File: src/rtl/dac_glitch_sched.sv
// Glitch DAC sequencer.
// Arbitrates main/priv trigger requests and runs one timed glitch per grant:
// delay, glitch-level pulse, restore to nominal, holdoff.
//
// state     | meaning
// ----------+-------------------------------------------------------------
// S_IDLE    | track nominal_level onto the DAC, arbitrate new requests
// S_DELAY   | grant cycle plus D further cycles before the glitch edge
// S_GLITCH  | glitch code on dac_level for W cycles
// S_RESTORE | single cycle, nominal code reloaded, done pulses
// S_HOLDOFF | H dead cycles, requests ignored
module dac_glitch_sched #(
    parameter int               DAC_W       = 8,
    parameter int               CNT_W       = 16,
    parameter logic [DAC_W-1:0] RESET_LEVEL = '0
) (
    input  logic             clk,
    input  logic             reset,
    input  logic             arm,
    input  logic             main_req,
    input  logic [DAC_W-1:0] main_level,
    input  logic             priv_req,
    input  logic [DAC_W-1:0] priv_level,
    input  logic [DAC_W-1:0] nominal_level,
    input  logic [CNT_W-1:0] delay_cyc,
    input  logic [CNT_W-1:0] width_cyc,
    input  logic [CNT_W-1:0] holdoff_cyc,
    output logic             main_gnt,
    output logic             priv_gnt,
    output logic             busy,
    output logic             done,
    output logic [DAC_W-1:0] dac_level,
    output logic             dac_clk
);

    typedef enum logic [2:0] {
        S_IDLE,
        S_DELAY,
        S_GLITCH,
        S_RESTORE,
        S_HOLDOFF
    } state_t;

    state_t           state, state_nxt;
    logic [CNT_W-1:0] cnt, cnt_nxt;
    logic [CNT_W-1:0] w_m1_q, h_q, w_m1;
    logic [DAC_W-1:0] glitch_q, nom_q;
    logic             rr_last_priv;
    logic             ld_q;
    logic             grant, win_priv;
    logic             trk_load, glitch_load, restore_load;

    // Glitch width is held at two or more cycles so the two strobes never touch.
    assign w_m1 = (width_cyc < CNT_W'(2)) ? CNT_W'(1) : width_cyc - 1'b1;
    assign busy = (state != S_IDLE);

    // State and counter register.
    always_ff @(posedge clk or negedge reset) begin
        if (!reset) begin
            state <= S_IDLE;
            cnt   <= '0;
        end else begin
            state <= state_nxt;
            cnt   <= cnt_nxt;
        end
    end

    // Next state, counter reload and DAC load selection.
    always_comb begin
        state_nxt    = state;
        cnt_nxt      = cnt;
        grant        = 1'b0;
        win_priv     = 1'b0;
        trk_load     = 1'b0;
        glitch_load  = 1'b0;
        restore_load = 1'b0;
        unique case (state)
            S_IDLE: begin
                // A load whose strobe has not yet gone out blocks both a
                // second tracking load and a grant.
                if (dac_level != nominal_level && !dac_clk && !ld_q) begin
                    trk_load = 1'b1;
                end else if (arm && (main_req || priv_req) && !ld_q &&
                             dac_level == nominal_level) begin
                    grant     = 1'b1;
                    win_priv  = priv_req && (!main_req || !rr_last_priv);
                    state_nxt = S_DELAY;
                    cnt_nxt   = delay_cyc;
                end
            end
            S_DELAY: begin
                if (cnt == '0) begin
                    state_nxt   = S_GLITCH;
                    cnt_nxt     = w_m1_q;
                    glitch_load = 1'b1;
                end else begin
                    cnt_nxt = cnt - 1'b1;
                end
            end
            S_GLITCH: begin
                if (cnt == '0) begin
                    state_nxt    = S_RESTORE;
                    restore_load = 1'b1;
                end else begin
                    cnt_nxt = cnt - 1'b1;
                end
            end
            S_RESTORE: begin
                if (h_q == '0) begin
                    state_nxt = S_IDLE;
                end else begin
                    state_nxt = S_HOLDOFF;
                    cnt_nxt   = h_q - 1'b1;
                end
            end
            S_HOLDOFF: begin
                if (cnt == '0) begin
                    state_nxt = S_IDLE;
                end else begin
                    cnt_nxt = cnt - 1'b1;
                end
            end
            default: state_nxt = S_IDLE;
        endcase
    end

    // Grant-time capture of the sequence parameters and round-robin pointer.
    always_ff @(posedge clk or negedge reset) begin
        if (!reset) begin
            glitch_q     <= '0;
            nom_q        <= '0;
            w_m1_q       <= '0;
            h_q          <= '0;
            rr_last_priv <= 1'b1;
        end else if (grant) begin
            glitch_q     <= win_priv ? priv_level : main_level;
            nom_q        <= nominal_level;
            w_m1_q       <= w_m1;
            h_q          <= holdoff_cyc;
            rr_last_priv <= win_priv;
        end
    end

    // Registered outputs; every DAC load is followed one cycle later by a strobe.
    always_ff @(posedge clk or negedge reset) begin
        if (!reset) begin
            dac_level <= RESET_LEVEL;
            ld_q      <= 1'b0;
            dac_clk   <= 1'b0;
            main_gnt  <= 1'b0;
            priv_gnt  <= 1'b0;
            done      <= 1'b0;
        end else begin
            if (trk_load) begin
                dac_level <= nominal_level;
            end else if (glitch_load) begin
                dac_level <= glitch_q;
            end else if (restore_load) begin
                dac_level <= nom_q;
            end
            ld_q     <= trk_load || glitch_load || restore_load;
            dac_clk  <= ld_q;
            main_gnt <= grant && !win_priv;
            priv_gnt <= grant && win_priv;
            done     <= restore_load;
        end
    end

endmodule
File: config.mk
export PLATFORM = sky130hd
export DESIGN_NAME = dac_glitch_sched
export DESIGN_NICKNAME = d
export VERILOG_FILES = /design/src/rtl/dac_glitch_sched.sv
export SDC_FILE = /design/constraint.sdc
export NUM_CORES = 1
export LEC_CHECK = 0
export ABC_CLOCK_PERIOD_IN_PS = 2550
export CORE_MARGIN = 2
export CORE_UTILIZATION = 53
export DETAILED_ROUTE_END_ITERATION = 8
export PLACE_DENSITY = 0.93
export SYNTH_ARGS = -nofsm -noshare
export SYNTH_HDL_FRONTEND = slang
export SYNTH_SLANG_ARGS = --single-unit
File: constraint.sdc
create_clock -name clk -period 2.55 [get_ports clk]
set_input_delay 0.51 -clock clk [delete_from_list [all_inputs] [get_ports clk]]
set_output_delay 0.51 -clock clk [all_outputs]
set_load 0.01 [all_outputs]
==> Yosys cells after proc, flatten, opt, wreduce, memory -nomap -nowiden <==
Cells that the tools add are included.
{ "classes": {"n_addsub": 3, "mux": 29, "n_reduce_logical": 26, "n_lt_le_gt_ge": 1, "eq_ne": 13} }
{ "ops": {"columns": ["operator", "count"], "rows": [
  ["$mux 16", 6],
  ["$pmux 16 s4", 1],
  ["$sub 16x1->16 const B", 3],
  ["$logic_not 16->1", 2],
  ["$mux 8", 4],
  ["$mux 3", 6],
  ["$lt 16x2->1 const B", 1],
  ["$pmux 3 s5", 1],
  ["$ne 2x2->1 const B", 7],
  ["$mux 1", 11],
  ["$reduce_and 5->1", 2],
  ["$eq 8x8->1", 1],
  ["$logic_and 1x1->1", 8],
  ["$ne 8x8->1", 1],
  ["$eq 3x2->1 const B", 2],
  ["$reduce_bool 3->1", 2],
  ["$logic_not 1->1", 5],
  ["$logic_or 1x1->1", 4],
  ["$reduce_bool 4->1", 1],
  ["$eq 3x1->1 const B", 1],
  ["$eq 3x3->1 const B", 1],
  ["$logic_not 3->1", 1],
  ["$reduce_or 2->1", 1]
]} }
{ "totals": {"ff_bits": 81, "input_bits": 77} }

==> Depth between registers and ports, before layout <==
Gate-level depths: netlist (run 1).
{ "depth": {"ltp_word": 9, "depth_mapped": 10, "mapped_depth_nobuf": 8} }

==> Worst setup path before layout (run 1) <==
No wires, ideal clock.
{ "synth_path": {"path_kind": "flip-flop to flip-flop", "start": "register cnt[0]", "end": "register dac_level[4]", "arrival_ns": 2.043, "n_path_buf": 1, "setup_slack_ns": 0.363, "period_less_slack_ns": 2.187, "path_stages_with_launch": 10, "cell_sequence": "dfrtp_1 inv_1 ha_1 nor2b_1 nand4_2 nor3_2 buf_4 mux2_2 mux2i_1 o21ai_0"} }
{ "synth_between": {"elab_chain_len": 5} }
{ "synth_lines": {"columns": ["element", "line_no", "text"], "rows": [
  ["from (decl)", "45", "logic [CNT_W-1:0] cnt, cnt_nxt;"],
  ["from (signal assigned)", "64", "cnt <= cnt_nxt;"],
  ["$logic_not 16->1 (*)", "92, 101", null],
  ["$mux 1 (*)", "92, 101", null],
  ["$mux 1", "77", "unique case (state)"],
  ["$mux 8", "156", "end else if (glitch_load) begin"],
  ["$mux 8", "154", "if (trk_load) begin"],
  ["to (signal assigned)", "155", "dac_level <= nominal_level;"],
  ["to (signal assigned)", "157", "dac_level <= glitch_q;"],
  ["to (signal assigned)", "159", "dac_level <= nom_q;"],
  ["to (decl)", "32", "output logic [DAC_W-1:0] dac_level,"]
]} }
Every way passes the cells marked *; elsewhere a longest branch is shown, timed or not.
A chain may end at the register's enable or synchronous reset.

==> Worst setup path after layout (run 1) <==
{ "layout_path": {"start": "register state[2]", "end": "output port busy"} }
{ "layout_between": {"elab_chain_len": 1} }
{ "layout_lines": {"columns": ["element", "line_no", "text"], "rows": [
  ["from (decl)", "44", "state_t state, state_nxt;"],
  ["from (signal assigned)", "63", "state <= state_nxt;"],
  ["$reduce_bool 3->1", "55", "assign busy = (state != S_IDLE);"],
  ["to (decl)", "30", "output logic busy,"]
]} }
No other way between the ends.

==> metrics.yaml, run 1 <==
path_max_fanout: 11
cp_data_arrival_time_ns: 1.95
areaGrowthSynthToFinish_pct: 27.5
post-synth-top-area-cell: "dfrtp_1"
clock_sinks: 81
rsz0062_at_grt: "no"
tns_ns: 0
slew_headroom_pct: 48.6
totalWireLength_mm: 14.7
status: "finished, final reports clean"
gr-total-overflow: 0
coreArea_mm2: 0.00915
routed_via_density: 6.17
clockBufferDepth: 2
diodes: 0
slew_violations: 0
dp_hpwl_mm: 11.0
clk_pin_slew_ns: 0.09
end_kind: "output port"
placed_cells: 725
wl_per_cell_um: 19.7
cp_cell_sequence: "nor3_1, inv_1, clkdlybuf4s50_1"
final_layout_size_suffix_gt1_share_pct: 16.6
hold_violations: 0
layout_min_cycle_time_ns: 2.46
cap_violations: 0
critPathSlowestCell: "dfrtp_1"
worst_hold_path_type: "input port to async pin"
num_rows: 35
post-route-period-util_pct: 96.3
p_leak_uw: 0.00276
instances_no_fill: 742
reg2reg_slack_ns: 0.11
r2r_end: "cnt[6]$_DFFE_PN0P_"
seqPwrFrac_pct: 41.3
grt_max_degree: 30
drt-initial-drc-count: 328
ir_drop_uv: 489
synth_area_leaders: "dfrtp_1 (40%), nand2_1 (5.7%), xnor2_1 (4.9%)"
clock-root-buffer: "clkbuf_8"
grt_pass1_wl_mm: 23.6
worstMarginPinSlew_ns: 0.765
powerDensity_mw_per_mm2: 670
netSwitchingFraction_pct: 35.4
worstReg2RegStart: "cnt[1]$_DFFE_PN0P_"
fin_total_pwr_uw: 4250
grt_pass1_vias: 4637
synth_nets: 598
fmax_mhz: 407
p_int_uw: 2750
avgSynthCellArea_um2: 9.62
antenna_found_initial: 0
cts_tree: "done"
gp_congestion: 0.970
synth_area_mm2: 0.00498
cts_max_level: 3
die_w_um: 101
grt_use_total_pct: 29.9
drt-pass1-iter-count: 5
ys_warn_count: 0
switchingPower_uw: 1510
num-nets-final: 707
async_flop_share_pct: 100
start_kind: "flip-flop"
critPathKind: "flip-flop to output port"
worstSetupEndpoint: "busy"
initial_core_util_pct: 54.4
numCtsBuffers: 9
die_h_um: 101
pin_count: 90
max_stage_delay_ns: 0.53
power_frac_clock_pct: 24.2
drc: 0
clk_latency_ns: 0.36
reg2regPathDepth: 9
setup_violations: 0
cts_setup_buffers: 0
crit_start: "state[2]$_DFFE_PN0P_"
yosysSeqAreaShare_pct: 40.8
ys.flop_type: "dfrtp_1"
skew_ns: 0.00928
dieArea_mm2: 0.0102
p_comb_share_pct: 34.6
synth_edf_count: 0
ant_nets: 0
vias: 4577
postSynthCellCount: 517
yosys_register_bits: 81
io_buffers: 89
ys_types: 79
synth_top_area_share_pct: 40.2
required_ns: 2.04
==> worst min path at each step <==
stage / startpoint / end / slack [ns] / cells past startpoint
after floorplan: reset / cnt[0]$_DFFE_PN0P_ / 0.21 / 0
after global placement: ld_q$_DFF_PN0_ / dac_clk$_DFF_PN0_ / 0.41 / 0
after detailed placement: ld_q$_DFF_PN0_ / dac_clk$_DFF_PN0_ / 0.41 / 0
after CTS: reset / cnt[11]$_DFFE_PN0P_ / 0.07 / 1
after global routing: reset / nom_q[4]$_DFFE_PN0P_ / 0.09 / 1
final: reset / cnt[8]$_DFFE_PN0P_ / 0.07 / 1
==> routing by layer <==
metal	GRT usage [%]	up-vias	share of wire (%)
li1	-	2089	-
met1	39.2	2210	41
met2	49.3	239	48
met3	4.99	39	7.4
met4	12.6	0	2.9
met5	0	-	0
==> stage by stage <==
| step | util [%] | setup slack [ns] | instance area (um^2) | hold WS (ns) |
|---|---|---|---|---|
| 2_1_floorplan | - | 0.363 | 4980 | 0.214 |
| 3_3_place_gp | 66.8 | -0.0856 | 6110 | 0.408 |
| 3_5_place_dp | 66.8 | -0.242 | 6110 | 0.411 |
| 4_1_cts | 69.1 | 0.0116 | 6320 | 0.0746 |
| 5_1_grt | 69.3 | 0.0151 | 6340 | 0.0901 |
| 6_report | 69.3 | 0.0941 | 6340 | 0.0692 |
==> cells in the final DEF, fill, tap and decap left out, types with 5 or more instances in the layout <==
| cell | Yosys | final |
|---|---|---|
| a21oi_1 | 17 | 17 |
| a22oi_1 | 5 | 5 |
| buf_4 | 2 | 36 |
| clkbuf_8 | 3 | 11 |
| clkdlybuf4s50_1 | 0 | 88 |
| dfrtp_1 | 80 | 80 |
| inv_1 | 16 | 16 |
| mux2_2 | 16 | 16 |
| mux2i_1 | 16 | 16 |
| nand2_1 | 75 | 75 |
| nand3_1 | 11 | 11 |
| nand4_1 | 7 | 7 |
| nor2_1 | 38 | 38 |
| nor3_1 | 16 | 15 |
| o21ai_0 | 31 | 31 |
| o22ai_1 | 9 | 9 |
| o2bb2ai_1 | 10 | 10 |
| o31ai_1 | 6 | 6 |
| xnor2_1 | 28 | 28 |
| xor2_1 | 8 | 8 |
==> synthesized netlist by cell type, drive strengths merged, types with 5 or more instances <==
| cell type | instances |
|---|---|
| a21o | 6 |
| a21oi | 17 |
| a22oi | 5 |
| and2 | 7 |
| buf | 13 |
| clkbuf | 15 |
| dfrtp | 80 |
| inv | 16 |
| mux2 | 19 |
| mux2i | 16 |
| nand2 | 77 |
| nand3 | 12 |
| nand4 | 8 |
| nor2 | 38 |
| nor3 | 19 |
| nor4 | 7 |
| o21ai | 32 |
| o22ai | 9 |
| o2bb2ai | 10 |
| o31ai | 6 |
| o32ai | 5 |
| or4 | 5 |
| xnor2 | 28 |
| xor2 | 8 |
==> layout make-up <==
| cell class | count | area, um^2 |
|---|---|---|
| fill | 648 | 2810 |
| multi-input combinational | 392 | 2730 |
| sequential | 81 | 2030 |
| timing repair buffer | 126 | 1180 |
| clock buffer | 11 | 151 |
| tap | 111 | 139 |
| clock inverter | 5 | 62.6 |
| inverter | 16 | 60.1 |
==> power by group through the flow <==
stage	clock (uW)	combinational, uW	sequential [uW]
after floorplan	0	864	1730
after global placement	0	1400	1750
after detailed placement	0	1440	1760
after CTS	1020	1450	1740
after global routing	1090	1580	1770
final	1030	1470	1750
==> cell families after synthesis <==
family / Yosys count / synth area share, %
and+or+nand+nor: 192 / 20.4
AOI/OAI and AO/OA: 125 / 19.0
DFF: 81 / 40.8
buffers and inverters: 44 / 4.73
xor gates and xnor gates: 36 / 6.34
muxes: 35 / 7.74
adders and majority gates: 4 / 1.01
==> flip-flops by register name, indices dropped and copies added (netlist names), 3 cells and up <==
name	count
cnt	16
dac_level	8
glitch_q	8
h_q	16
nom_q	8
state	3
w_m1_q	16
==> worst max-delay path: cells and delay by family (launching register included) <==
family,cells,cell delay [ns]
buffers and inverters,2,0.71
and+or+nand+nor,1,0.36
DFF,1,0.53
==> what timing repair did <==
item | 4_1_cts | 5_1_grt
resized for setup | 0 | 3
hold buffers | 0 | 0
setup endpoints to repair | 0 | 8
Power figures use the tool's default switching activity.
==> inputs of run 2 (changes only) <==
==> config.mk (replaced) <==
export PLATFORM = sky130hd
export DESIGN_NAME = dac_glitch_sched
export DESIGN_NICKNAME = d
export VERILOG_FILES = /design/src/rtl/dac_glitch_sched.sv
export SDC_FILE = /design/constraint.sdc
export NUM_CORES = 1
export LEC_CHECK = 0
export ABC_CLOCK_PERIOD_IN_PS = 2100
export CORE_MARGIN = 2
export CORE_UTILIZATION = 48
export DETAILED_ROUTE_END_ITERATION = 8
export GPL_ROUTABILITY_DRIVEN = 1
export GPL_TIMING_DRIVEN = 0
export PLACE_DENSITY = 0.89
export SYNTH_ARGS = -nofsm -noshare
export SYNTH_HDL_FRONTEND = slang
export SYNTH_SLANG_ARGS = --single-unit
==> constraint.sdc (replaced) <==
create_clock -name clk -period 2.1 [get_ports clk]
set_input_delay 0.42 -clock clk [delete_from_list [all_inputs] [get_ports clk]]
set_output_delay 0.42 -clock clk [all_outputs]
set_load 0.01 [all_outputs]
==> run 2 against run 1 <==
  * The run now ends with setup timing left
  * Register-to-register slack got worse by 0.27 ns
  * Highest routed layer unchanged
  * Critical path type is now flip-flop to flip-flop
  * Clock skew shrank 0.0012 ns
  * Non-clock buffer count up 26
  * Largest power group is now combinational cells
==> metrics.yaml, run 2 (synthesized netlist as in run 1, its figures left out) <==
status: "complete, but fails checks"
failed_checks: "setup timing"
dieArea_mm2: 0.0112  # +10%
dp_hpwl_mm: 10.0  # -8.9%
top_layer: "met4"
rsz0062_at_grt: "yes"
totalWireLength_mm: 15.0  # +2.0%
clock-root-buffer: "clkbuf_8"
reg_top3: "cnt x16, h_q x16, w_m1_q x16"
drt-pass1-iter-count: 5  # unchanged
end_kind: "flip-flop"
coreArea_mm2: 0.0102  # +11%
cp_data_arrival_time_ns: 2.53  # +0.58 ns
drc: 0  # unchanged
tns_ns: -1.95  # -1.95 ns
skew_ns: 0.00811  # -0.00116 ns
cap_violations: 0  # unchanged
reg2regPathDepth: 11  # +2
p_leak_uw: 0.00296  # +7.5%
setup_violations: 24  # +24
numCtsBuffers: 9  # unchanged
clk_pin_slew_ns: 0.09  # about the same
ant_nets: 0  # unchanged
grt_use_total_pct: 25.7  # -4.2 points
grt_pass1_vias: 4503  # -2.9%
post-route-period-util_pct: 108
hold_violations: 0  # unchanged
antenna_found_initial: 0  # unchanged
worst_hold_path_type: "input port to async pin"
gp_congestion: 0.890  # -8.2%
slew_violations: 0  # unchanged
multiInputGateArea_mm2: 0.00303  # +11%
vias: 4716  # +3.0%
wl_per_cell_um: 18.9  # -4.4%
m1WireLength_mm: 6.25  # +3.4%
fin_ws_ns: -0.160  # -0.254 ns
initial_core_util_pct: 48.9  # -5.5 points
cts_max_level: 3  # unchanged
dr_wl_met2_mm: 7.18  # +1.1%
drt-initial-drc-count: 459  # +40%
required_ns: 2.37  # +0.33 ns
worstSetupEndpoint: "cnt[5]$_DFFE_PN0P_"
r2r_end: "cnt[5]$_DFFE_PN0P_"
dp_slack_ns: -0.763  # -0.521 ns
worstMarginPinSlew_ns: 0.682  # -0.0832 ns
num_rows: 37  # +5.7%
layout_common_cells: "clkdlybuf4s50_1 (76), nand2_1 (73), dfrtp_1 (73)"
ir_drop_uv: 658  # +35%
critPathKind: "flip-flop to flip-flop"
worstReg2RegStart: "cnt[1]$_DFFE_PN0P_"
areaGrowthSynthToFinish_pct: 39.2
start_kind: "flip-flop"
diodes: 0  # unchanged
clock_sinks: 81  # unchanged
path_max_fanout: 7  # -4
fillerInstances: 742  # +15%
routed_via_density: 5.95  # -3.5%
gr-total-overflow: 0  # unchanged
slew_headroom_pct: 54.6  # +5.9 points
die_w_um: 106  # +4.9%
pin_count: 90  # unchanged
io_buffers: 89  # unchanged
reg2reg_slack_ns: -0.16  # -0.27 ns
regArea_mm2: 0.00204  # +0.43%
powerDensity_mw_per_mm2: 779  # +16%
grt_max_degree: 71  # +140%
cts_tree: "done"
clk_latency_ns: 0.37  # about the same
clockBufferDepth: 2  # unchanged
crit_start: "cnt[1]$_DFFE_PN0P_"
num-nets-final: 733  # +3.7%
final_layout_size_suffix_gt1_share_pct: 25.8  # +9.1 points
wl_met3_mm: 1.12  # +2.7%
fmax_mhz: 443
die_h_um: 106  # +4.9%
final_common_cell: "clkdlybuf4s50_1"
layout_min_cycle_time_ns: 2.26
grt_pass1_wl_mm: 22.6  # -4.3%
-- run 2: routing by layer --
metal  up-vias  GRT usage, %
met5         -             0
met1      2294          34.6
met2       233          40.5
met4         0          10.9
met3        37          5.13
li1       2152             -
-- run 2: cell type report --
class                   count  area share [%]
inverters                  16           0.867
repair buffers            125            17.6
flip-flops and latches     81            29.4
clock inverters             4           0.415
multi-input cells         392            43.8
plain buffers              27            3.31
clock buffers              11            2.19
well taps                 136            2.46
-- run 2: power breakdown --
| part | internal [uW] | leakage (uW) | switching (uW) |
|---|---|---|---|
| Combinational | 1130 | 0.00182 | 1050 |
| Clock | 487 | 0.0000874 | 596 |
| Sequential | 1800 | 0.00106 | 325 |
| Total | 3420 | 0.00296 | 1970 |
-- run 2: metrics by stage --
stage / instances / total power (uW) / cell area, um^2 / utilization [%] / hold slack, ns
after floorplan: 517 / 3150 / 4980 / - / 0.124
after global placement: 742 / 3780 / 6040 / 59.3 / 0.392
after detailed placement: 743 / 3840 / 6070 / 59.6 / 0.288
after CTS: 780 / 5100 / 6560 / 64.4 / 0.437
after global routing: 792 / 5660 / 6930 / 68.0 / 0.430
final: 792 / 5400 / 6930 / 68.0 / 0.435
-- run 2: how the worst min path moves through the flow --
stage,from,to,cells after the start
after global routing,reset,done$_DFF_PN0_,2
after global placement,ld_q$_DFF_PN0_,dac_clk$_DFF_PN0_,0
final,reset,done$_DFF_PN0_,2
after detailed placement,reset,cnt[2]$_DFFE_PN0P_,1
after floorplan,reset,cnt[0]$_DFFE_PN0P_,0
after CTS,reset,done$_DFF_PN0_,2
-- run 2: worst max-delay path: stages, from the launching register on --
cell     delay (ns)
dfrtp_1        0.40
inv_2          0.09
ha_4           0.12
nor2b_4        0.14
nand4_4        0.15
buf_6          0.16
nor3_4         0.29
buf_6          0.21
buf_4          0.12
a211o_1        0.19
a31oi_1        0.07
o32ai_1        0.22
-- run 2: what timing repair did --
item,CTS,global route
hold endpoints to repair,11,0
setup buffers,22,12
setup endpoints to repair,74,61
pin swaps,16,24
hold buffers,1,0
gates cloned,0,1
resized for setup,54,80
